File: src/rtl/uart_pkg.sv
// ---------------------------------------------------------------------------
// uart_pkg
// Shared definitions for the UART receive path: data width, the receive
// controller state encoding and the per-cycle frame classification.
// No ports (package).
// ---------------------------------------------------------------------------
package uart_pkg;

   localparam int UART_DATA_W = 8;

   typedef enum logic [1:0] {
      OFF = 2'd0,
      RUN = 2'd1,
      GAP = 2'd2
   } rx_ctrl_state_t;

   typedef enum logic [1:0] {
      FC_NONE   = 2'd0,
      FC_GOOD   = 2'd1,
      FC_PARITY = 2'd2,
      FC_STOP   = 2'd3
   } frame_class_t;

   // A bad stop bit outranks everything, including a coincident rx_valid;
   // parity is only meaningful when rx_valid qualifies it.
   function automatic frame_class_t classify_frame(input logic valid,
                                                   input logic parity_err,
                                                   input logic stop_err);
      frame_class_t c;
      if (stop_err) begin
         c = FC_STOP;
      end else if (valid && parity_err) begin
         c = FC_PARITY;
      end else if (valid) begin
         c = FC_GOOD;
      end else begin
         c = FC_NONE;
      end
      return c;
   endfunction

endpackage

File: src/rtl/uart_rx_fifo.sv
// ---------------------------------------------------------------------------
// uart_rx_fifo
// Synchronous byte FIFO with simultaneous push/pop and an occupancy output.
// A push while full is accepted only when a pop happens in the same cycle.
// Ports:
//   clk, reset_n       clock, async active-low reset
//   i_push, i_push_data  write request and byte
//   i_pop              read request (ignored when empty)
//   o_head             byte at the head of the queue
//   o_empty, o_full    status flags
//   o_level            occupancy 0..DEPTH
// ---------------------------------------------------------------------------
module uart_rx_fifo
   import uart_pkg::*;
#(
   parameter int DEPTH = 8
) (
   input  logic                     clk,
   input  logic                     reset_n,
   input  logic                     i_push,
   input  logic [UART_DATA_W-1:0]   i_push_data,
   input  logic                     i_pop,
   output logic [UART_DATA_W-1:0]   o_head,
   output logic                     o_empty,
   output logic                     o_full,
   output logic [$clog2(DEPTH):0]   o_level
);

   localparam int AW = $clog2(DEPTH);
   localparam int LW = AW + 1;

   logic [UART_DATA_W-1:0] r_mem [DEPTH];
   logic [AW-1:0]          r_wr_ptr;
   logic [AW-1:0]          r_rd_ptr;
   logic [LW-1:0]          r_level;
   logic                   w_push_ok;
   logic                   w_pop_ok;

   assign o_empty   = (r_level == LW'(0));
   assign o_full    = (r_level == LW'(DEPTH));
   assign w_pop_ok  = i_pop && !o_empty;
   // When full, the write slot equals the head slot; the head is read out
   // this cycle, so overwriting it at the edge is safe.
   assign w_push_ok = i_push && (!o_full || w_pop_ok);
   assign o_head    = r_mem[r_rd_ptr];
   assign o_level   = r_level;

   // Storage, pointers (wrap naturally at power-of-two depth) and occupancy.
   always_ff @(posedge clk or negedge reset_n) begin
      if (!reset_n) begin
         for (int i = 0; i < DEPTH; i++) begin
            r_mem[i] <= '0;
         end
         r_wr_ptr <= '0;
         r_rd_ptr <= '0;
         r_level  <= '0;
      end else begin
         if (w_push_ok) begin
            r_mem[r_wr_ptr] <= i_push_data;
            r_wr_ptr        <= r_wr_ptr + AW'(1);
         end
         if (w_pop_ok) begin
            r_rd_ptr <= r_rd_ptr + AW'(1);
         end
         case ({w_push_ok, w_pop_ok})
            2'b10:   r_level <= r_level + LW'(1);
            2'b01:   r_level <= r_level - LW'(1);
            default: r_level <= r_level;
         endcase
      end
   end

endmodule

File: src/rtl/uart_rx_ctrl.sv
// ---------------------------------------------------------------------------
// uart_rx_ctrl
// Receive-side controller: classifies frame events, buffers good bytes,
// keeps saturating parity/stop error counters and a sticky overrun flag,
// and pulses idle_irq when the line goes quiet after a burst of bytes.
// Ports:
//   clk, reset_n                         clock, async active-low reset
//   enable                               frame intake enable
//   rx_data, rx_valid, rx_parity_err,
//   rx_stop_err                          receiver frame-event inputs
//   err_clear                            clear counters and overrun
//   rd_data, rd_valid, rd_ready          FIFO read port (valid/ready)
//   fifo_level                           occupancy 0..DEPTH
//   overrun, parity_cnt, stop_cnt        error status
//   idle_irq                             one-cycle idle-gap pulse
// ---------------------------------------------------------------------------
module uart_rx_ctrl
   import uart_pkg::*;
#(
   parameter int DEPTH       = 8,
   parameter int IDLE_CYCLES = 2048,
   parameter int CNT_W       = 8
) (
   input  logic                     clk,
   input  logic                     reset_n,
   input  logic                     enable,
   input  logic [UART_DATA_W-1:0]   rx_data,
   input  logic                     rx_valid,
   input  logic                     rx_parity_err,
   input  logic                     rx_stop_err,
   input  logic                     err_clear,
   output logic [UART_DATA_W-1:0]   rd_data,
   output logic                     rd_valid,
   input  logic                     rd_ready,
   output logic [$clog2(DEPTH):0]   fifo_level,
   output logic                     overrun,
   output logic [CNT_W-1:0]         parity_cnt,
   output logic [CNT_W-1:0]         stop_cnt,
   output logic                     idle_irq
);

   localparam int             CW        = $clog2(IDLE_CYCLES);
   localparam logic [CW-1:0]  IDLE_LAST = CW'(IDLE_CYCLES - 1);
   localparam logic [CNT_W-1:0] CNT_MAX = {CNT_W{1'b1}};

   rx_ctrl_state_t r_state, w_state_nxt;
   frame_class_t   w_class;
   logic [CW-1:0]  r_idle_cnt, w_idle_cnt_nxt;
   logic           r_idle_irq, w_irq;
   logic           r_overrun;
   logic [CNT_W-1:0] r_parity_cnt, r_stop_cnt;
   logic           w_empty, w_full, w_pop, w_good, w_drop, w_push_acc;

   // Frame events are ignored entirely while the controller is OFF.
   always_comb begin
      if (r_state != OFF) begin
         w_class = classify_frame(rx_valid, rx_parity_err, rx_stop_err);
      end else begin
         w_class = FC_NONE;
      end
   end

   assign w_good     = (w_class == FC_GOOD);
   assign w_pop      = rd_ready && !w_empty;
   assign w_drop     = w_good && w_full && !w_pop;
   assign w_push_acc = w_good && !w_drop;

   uart_rx_fifo #(.DEPTH(DEPTH)) u_fifo (
      .clk         (clk),
      .reset_n     (reset_n),
      .i_push      (w_good),
      .i_push_data (rx_data),
      .i_pop       (w_pop),
      .o_head      (rd_data),
      .o_empty     (w_empty),
      .o_full      (w_full),
      .o_level     (fifo_level)
   );

   assign rd_valid = !w_empty;

   // Error counters and sticky overrun; a coincident event beats err_clear.
   always_ff @(posedge clk or negedge reset_n) begin
      if (!reset_n) begin
         r_parity_cnt <= '0;
         r_stop_cnt   <= '0;
         r_overrun    <= 1'b0;
      end else begin
         if (w_class == FC_PARITY) begin
            if (r_parity_cnt == CNT_MAX) r_parity_cnt <= CNT_MAX;
            else if (err_clear)          r_parity_cnt <= CNT_W'(1);
            else                         r_parity_cnt <= r_parity_cnt + CNT_W'(1);
         end else if (err_clear) begin
            r_parity_cnt <= '0;
         end
         if (w_class == FC_STOP) begin
            if (r_stop_cnt == CNT_MAX) r_stop_cnt <= CNT_MAX;
            else if (err_clear)        r_stop_cnt <= CNT_W'(1);
            else                       r_stop_cnt <= r_stop_cnt + CNT_W'(1);
         end else if (err_clear) begin
            r_stop_cnt <= '0;
         end
         if (w_drop)         r_overrun <= 1'b1;
         else if (err_clear) r_overrun <= 1'b0;
      end
   end

   assign parity_cnt = r_parity_cnt;
   assign stop_cnt   = r_stop_cnt;
   assign overrun    = r_overrun;

   // FSM state, idle counter and registered irq.
   always_ff @(posedge clk or negedge reset_n) begin
      if (!reset_n) begin
         r_state    <= OFF;
         r_idle_cnt <= '0;
         r_idle_irq <= 1'b0;
      end else begin
         r_state    <= w_state_nxt;
         r_idle_cnt <= w_idle_cnt_nxt;
         r_idle_irq <= w_irq;
      end
   end

   // Next-state logic.
   always_comb begin
      w_state_nxt = r_state;
      if (!enable) begin
         w_state_nxt = OFF;
      end else begin
         case (r_state)
            OFF:     w_state_nxt = RUN;
            RUN:     w_state_nxt = w_push_acc ? GAP : RUN;
            GAP: begin
               if (w_push_acc)                   w_state_nxt = GAP;
               else if (r_idle_cnt == IDLE_LAST) w_state_nxt = RUN;
               else                              w_state_nxt = GAP;
            end
            default: w_state_nxt = OFF;
         endcase
      end
   end

   // Idle counter update and end-of-gap detection.
   always_comb begin
      w_irq          = 1'b0;
      w_idle_cnt_nxt = '0;
      if (!enable) begin
         w_idle_cnt_nxt = '0;
      end else begin
         case (r_state)
            GAP: begin
               if (w_push_acc) begin
                  w_idle_cnt_nxt = '0;
               end else if (r_idle_cnt == IDLE_LAST) begin
                  w_irq = 1'b1;
               end else begin
                  w_idle_cnt_nxt = r_idle_cnt + CW'(1);
               end
            end
            default: w_idle_cnt_nxt = '0;
         endcase
      end
   end

   assign idle_irq = r_idle_irq;

endmodule

File: config.mk
export PLATFORM = sky130hd
export DESIGN_NAME = uart_rx_ctrl
export DESIGN_NICKNAME = d
export VERILOG_FILES = /design/src/rtl/uart_pkg.sv /design/src/rtl/uart_rx_fifo.sv /design/src/rtl/uart_rx_ctrl.sv
export SDC_FILE = /design/constraint.sdc
export NUM_CORES = 1
export LEC_CHECK = 0
export CAP_MARGIN = 5
export CELL_PAD_IN_SITES_DETAIL_PLACEMENT = 0
export CELL_PAD_IN_SITES_GLOBAL_PLACEMENT = 1
export CORE_MARGIN = 1
export CORE_UTILIZATION = 47
export DETAILED_ROUTE_END_ITERATION = 8
export PLACE_DENSITY_LB_ADDON = 0.1
export SETUP_SLACK_MARGIN = 0.02
export SYNTH_ARGS = -nofsm -noshare
export SYNTH_HDL_FRONTEND = slang
export SYNTH_SLANG_ARGS = --single-unit
File: constraint.sdc
create_clock -name clk -period 2.6 [get_ports clk]
set_input_delay 0.52 -clock clk [delete_from_list [all_inputs] [get_ports clk]]
set_output_delay 0.52 -clock clk [all_outputs]
set_load 0.01 [all_outputs]
==> out/metrics.yaml <==
outcome: "finished, final reports clean"
io_buffers: 46
synth_warnings: 0
grt.overflow.total: 0
drc: 0
cts.sinks: 105
antenna_found_initial: 0
dieHeight_um: 107
period_needed_ns: 2.52
ys_async_sr_fraction: 1.00
maxCapViolCount: 0
dp_hpwl_um: 6790
final_area_sq_um: 6220
cp_common_cell: "buf_6"
die_area_sq_um: 11500
finalNetCount: 490
grt_pass1_vias: 3296
vias: 3328
grt_use_total: 0.202
clkTransAtPathRegs_ns: 0.09
post_dp_cell_area_sq_um: 5940
antenna_cells: 0
wl_per_cell_um: 17.3
crit_slowest_cell: "mux4_2"
r2r-start: "u_fifo.o_level[1]$_DFFE_PN0P_"
avgSynthCellArea_sq_um: 13.2
initial_core_util: 0.493
synth-seq-cells: 105
final_cell_mix: "dfrtp_1 (105), mux2_2 (71), clkdlybuf4s50_1 (37)"
critPathLaunchType: "register"
power.density_nw_per_um2: 842
synthesis.area_sq_um: 5180
peakVddDrop_uv: 515
finClkSkew_ns: 0.0113
htree_num_levels: 3
worst_setup_path_end_kind: "output pin"
drt_iter0_markers: 131
fin_cells: 605
finalCritPeriodShare: 0.969
numCtsBuffers: 9
layout-drive-gt1-share: 0.343
setup_violations: 0
grt_pass1_wl_um: 17200
vias_per_cell: 5.50
worstPathArrival_ns: 2.00
drv_slew: 0
ctsLongestPathBuffers: 2
required_ns: 2.08
die_w_um: 107
clk_latency_ns: 0.37
dp.cells: 583
final_common_cell: "dfrtp_1"
crit_path_cell_trace: "buf_6 > buf_16 > buf_6 > mux4_2 > mux2_4 > buf_6"
area_growth_pct: 20.0
io_pins: 47
synth.distinct_cells: 52
drtAntennaViolNets: 0
reg2reg_to: "u_fifo.o_level[3]$_DFFE_PN0P_"
syn_nets: 417
syn_inst: 392
rr_worst_depth: 10
worstMarginPinSlew_ns: 0.596
first_pass_iters: 4
max_freq_ghz: 0.397
p_leak_nw: 2.79
rsz0062_at_grt: "yes"
path_max_fanout: 8
core_area_sq_um: 10500
synth-edff-count: 0
synth_seq_area_share: 0.507
hp-class: "in2async"
maxSlewHeadroom: 0.603
root_buffer: "clkbuf_8"
fin_setup_tns_ns: 0
p_total_mw: 5.24
gp_congestion: 0.738
hold_violations: 0
crit_type: "reg2out"
cts_tree: "built"
synth_flop_cell: "dfrtp_1"
grt_max_degree: 44
slowest_delay_ns: 0.47
routed_wl_um: 10400
reg2reg_setup_slack_ns: 0.30
row_count: 37
[critical path: cells and delay by family, from the launching register on]
kind,cells,cell delay [ns]
mux,2,0.75
buf+inv,4,0.48
flops,1,0.39
[cell type report]
type | instances | area (sq um)
clock inverters | 2 | 12.5
fillers | 852 | 4290
flip-flops and latches | 105 | 2630
inverters | 11 | 41.3
clock buffers | 13 | 169
well taps | 136 | 170
multi-input cells | 263 | 2460
repair buffers | 75 | 743
[power breakdown]
group	switching, mW	leakage, nW	internal (mW)
clock	0.518	0.0915	0.421
sequential	0.304	1.41	2.03
combinational	0.758	1.30	1.21
total	1.58	2.79	3.66
[kinds of logic (layout without fill, tap and decap cells)]
logic type / count (synthesis) / after routing / synth area share
compound gates: 29 / 29 / 0.0340
xor+xnor: 24 / 24 / 0.0405
fa+ha+maj: 9 / 9 / 0.0232
buf+inv: 24 / 101 / 0.0227
flops: 105 / 105 / 0.507
mux: 95 / 95 / 0.240
simple gates: 106 / 106 / 0.133
[state kept, by name, indices dropped and copies added (netlist names)]
register,count
stop_cnt,8
u_fifo.r_rd_ptr,3
u_fifo.o_level,4
u_fifo.r_wr_ptr,3
overrun,1
u_fifo.r_mem,64
r_state,2
r_idle_cnt,11
parity_cnt,8
idle_irq,1
[stage by stage]
step	utilization	hold WS, ns	setup slack (ns)
2_1_floorplan	-	0.224	0.109
5_1_grt	0.592	0.0389	0.00900
4_1_cts	0.590	0.0329	0.0101
6_report	0.592	0.0456	0.0801
3_3_place_gp	0.565	0.445	-0.195
3_5_place_dp	0.565	0.454	-0.293
[worst max-delay path by stage]
stage | cells after the start | slack [ns] | from | endpoint
final | 6 | 0.08 | u_fifo.r_rd_ptr[0]$_DFFE_PN0P_ | rd_data[5]
after global routing | 6 | 0.009 | u_fifo.r_rd_ptr[0]$_DFFE_PN0P_ | rd_data[5]
after CTS | 5 | 0.01 | u_fifo.r_rd_ptr[0]$_DFFE_PN0P_ | rd_data[0]
after detailed placement | 10 | -0.29 | rx_stop_err | u_fifo.o_level[3]$_DFFE_PN0P_
after global placement | 9 | -0.19 | rx_stop_err | u_fifo.o_level[3]$_DFFE_PN0P_
after floorplan | 9 | 0.11 | rx_stop_err | u_fifo.o_level[3]$_DFFE_PN0P_
[Yosys cell counts, drive strengths merged (2+ instances only)]
| master | n | area share |
|---|---|---|
| nand3b | 2 | 0.0036 |
| mux2 | 74 | 0.16 |
| clkbuf | 5 | 0.0036 |
| nor3b | 2 | 0.0029 |
| inv | 11 | 0.0080 |
| xnor2 | 17 | 0.029 |
| dfrtp | 105 | 0.51 |
| xor2 | 7 | 0.012 |
| nand4b | 4 | 0.010 |
| and3 | 5 | 0.0060 |
| nor3 | 19 | 0.021 |
| mux4 | 16 | 0.069 |
| a21oi | 4 | 0.0039 |
| or2 | 2 | 0.0024 |
| nor2b | 6 | 0.0072 |
| or4 | 2 | 0.0029 |
| nor2 | 14 | 0.011 |
| nand2 | 15 | 0.011 |
| o21ai | 17 | 0.016 |
| nand4 | 10 | 0.024 |
| nand3 | 14 | 0.016 |
| ha | 8 | 0.019 |
| nand2b | 4 | 0.0048 |
| buf | 8 | 0.011 |
| mux2i | 5 | 0.0097 |
[what timing repair did]
| action | in CTS | in global routing |
|---|---|---|
| pin swaps | 0 | 0 |
| buffers inserted | 5 | 0 |
| resized for setup | 24 | 17 |
| hold endpoints to repair | 0 | 0 |
| hold buffers | 0 | 0 |
| setup endpoints to repair | 8 | 9 |
| gates cloned | 2 | 0 |
[metal layers]
| layer | track usage | wire length (um) | vias up | share of wire |
|---|---|---|---|---|
| li1 | - | - | 1588 | - |
| met1 | 0.289 | 5180 | 1680 | 0.50 |
| met5 | 0 | 0 | - | 0 |
| met4 | 0.0470 | 82 | 0 | 0.0078 |
| met3 | 0.0535 | 318 | 7 | 0.030 |
| met2 | 0.306 | 4870 | 53 | 0.47 |
No activity file was read; power rests on OpenSTA's default activity.
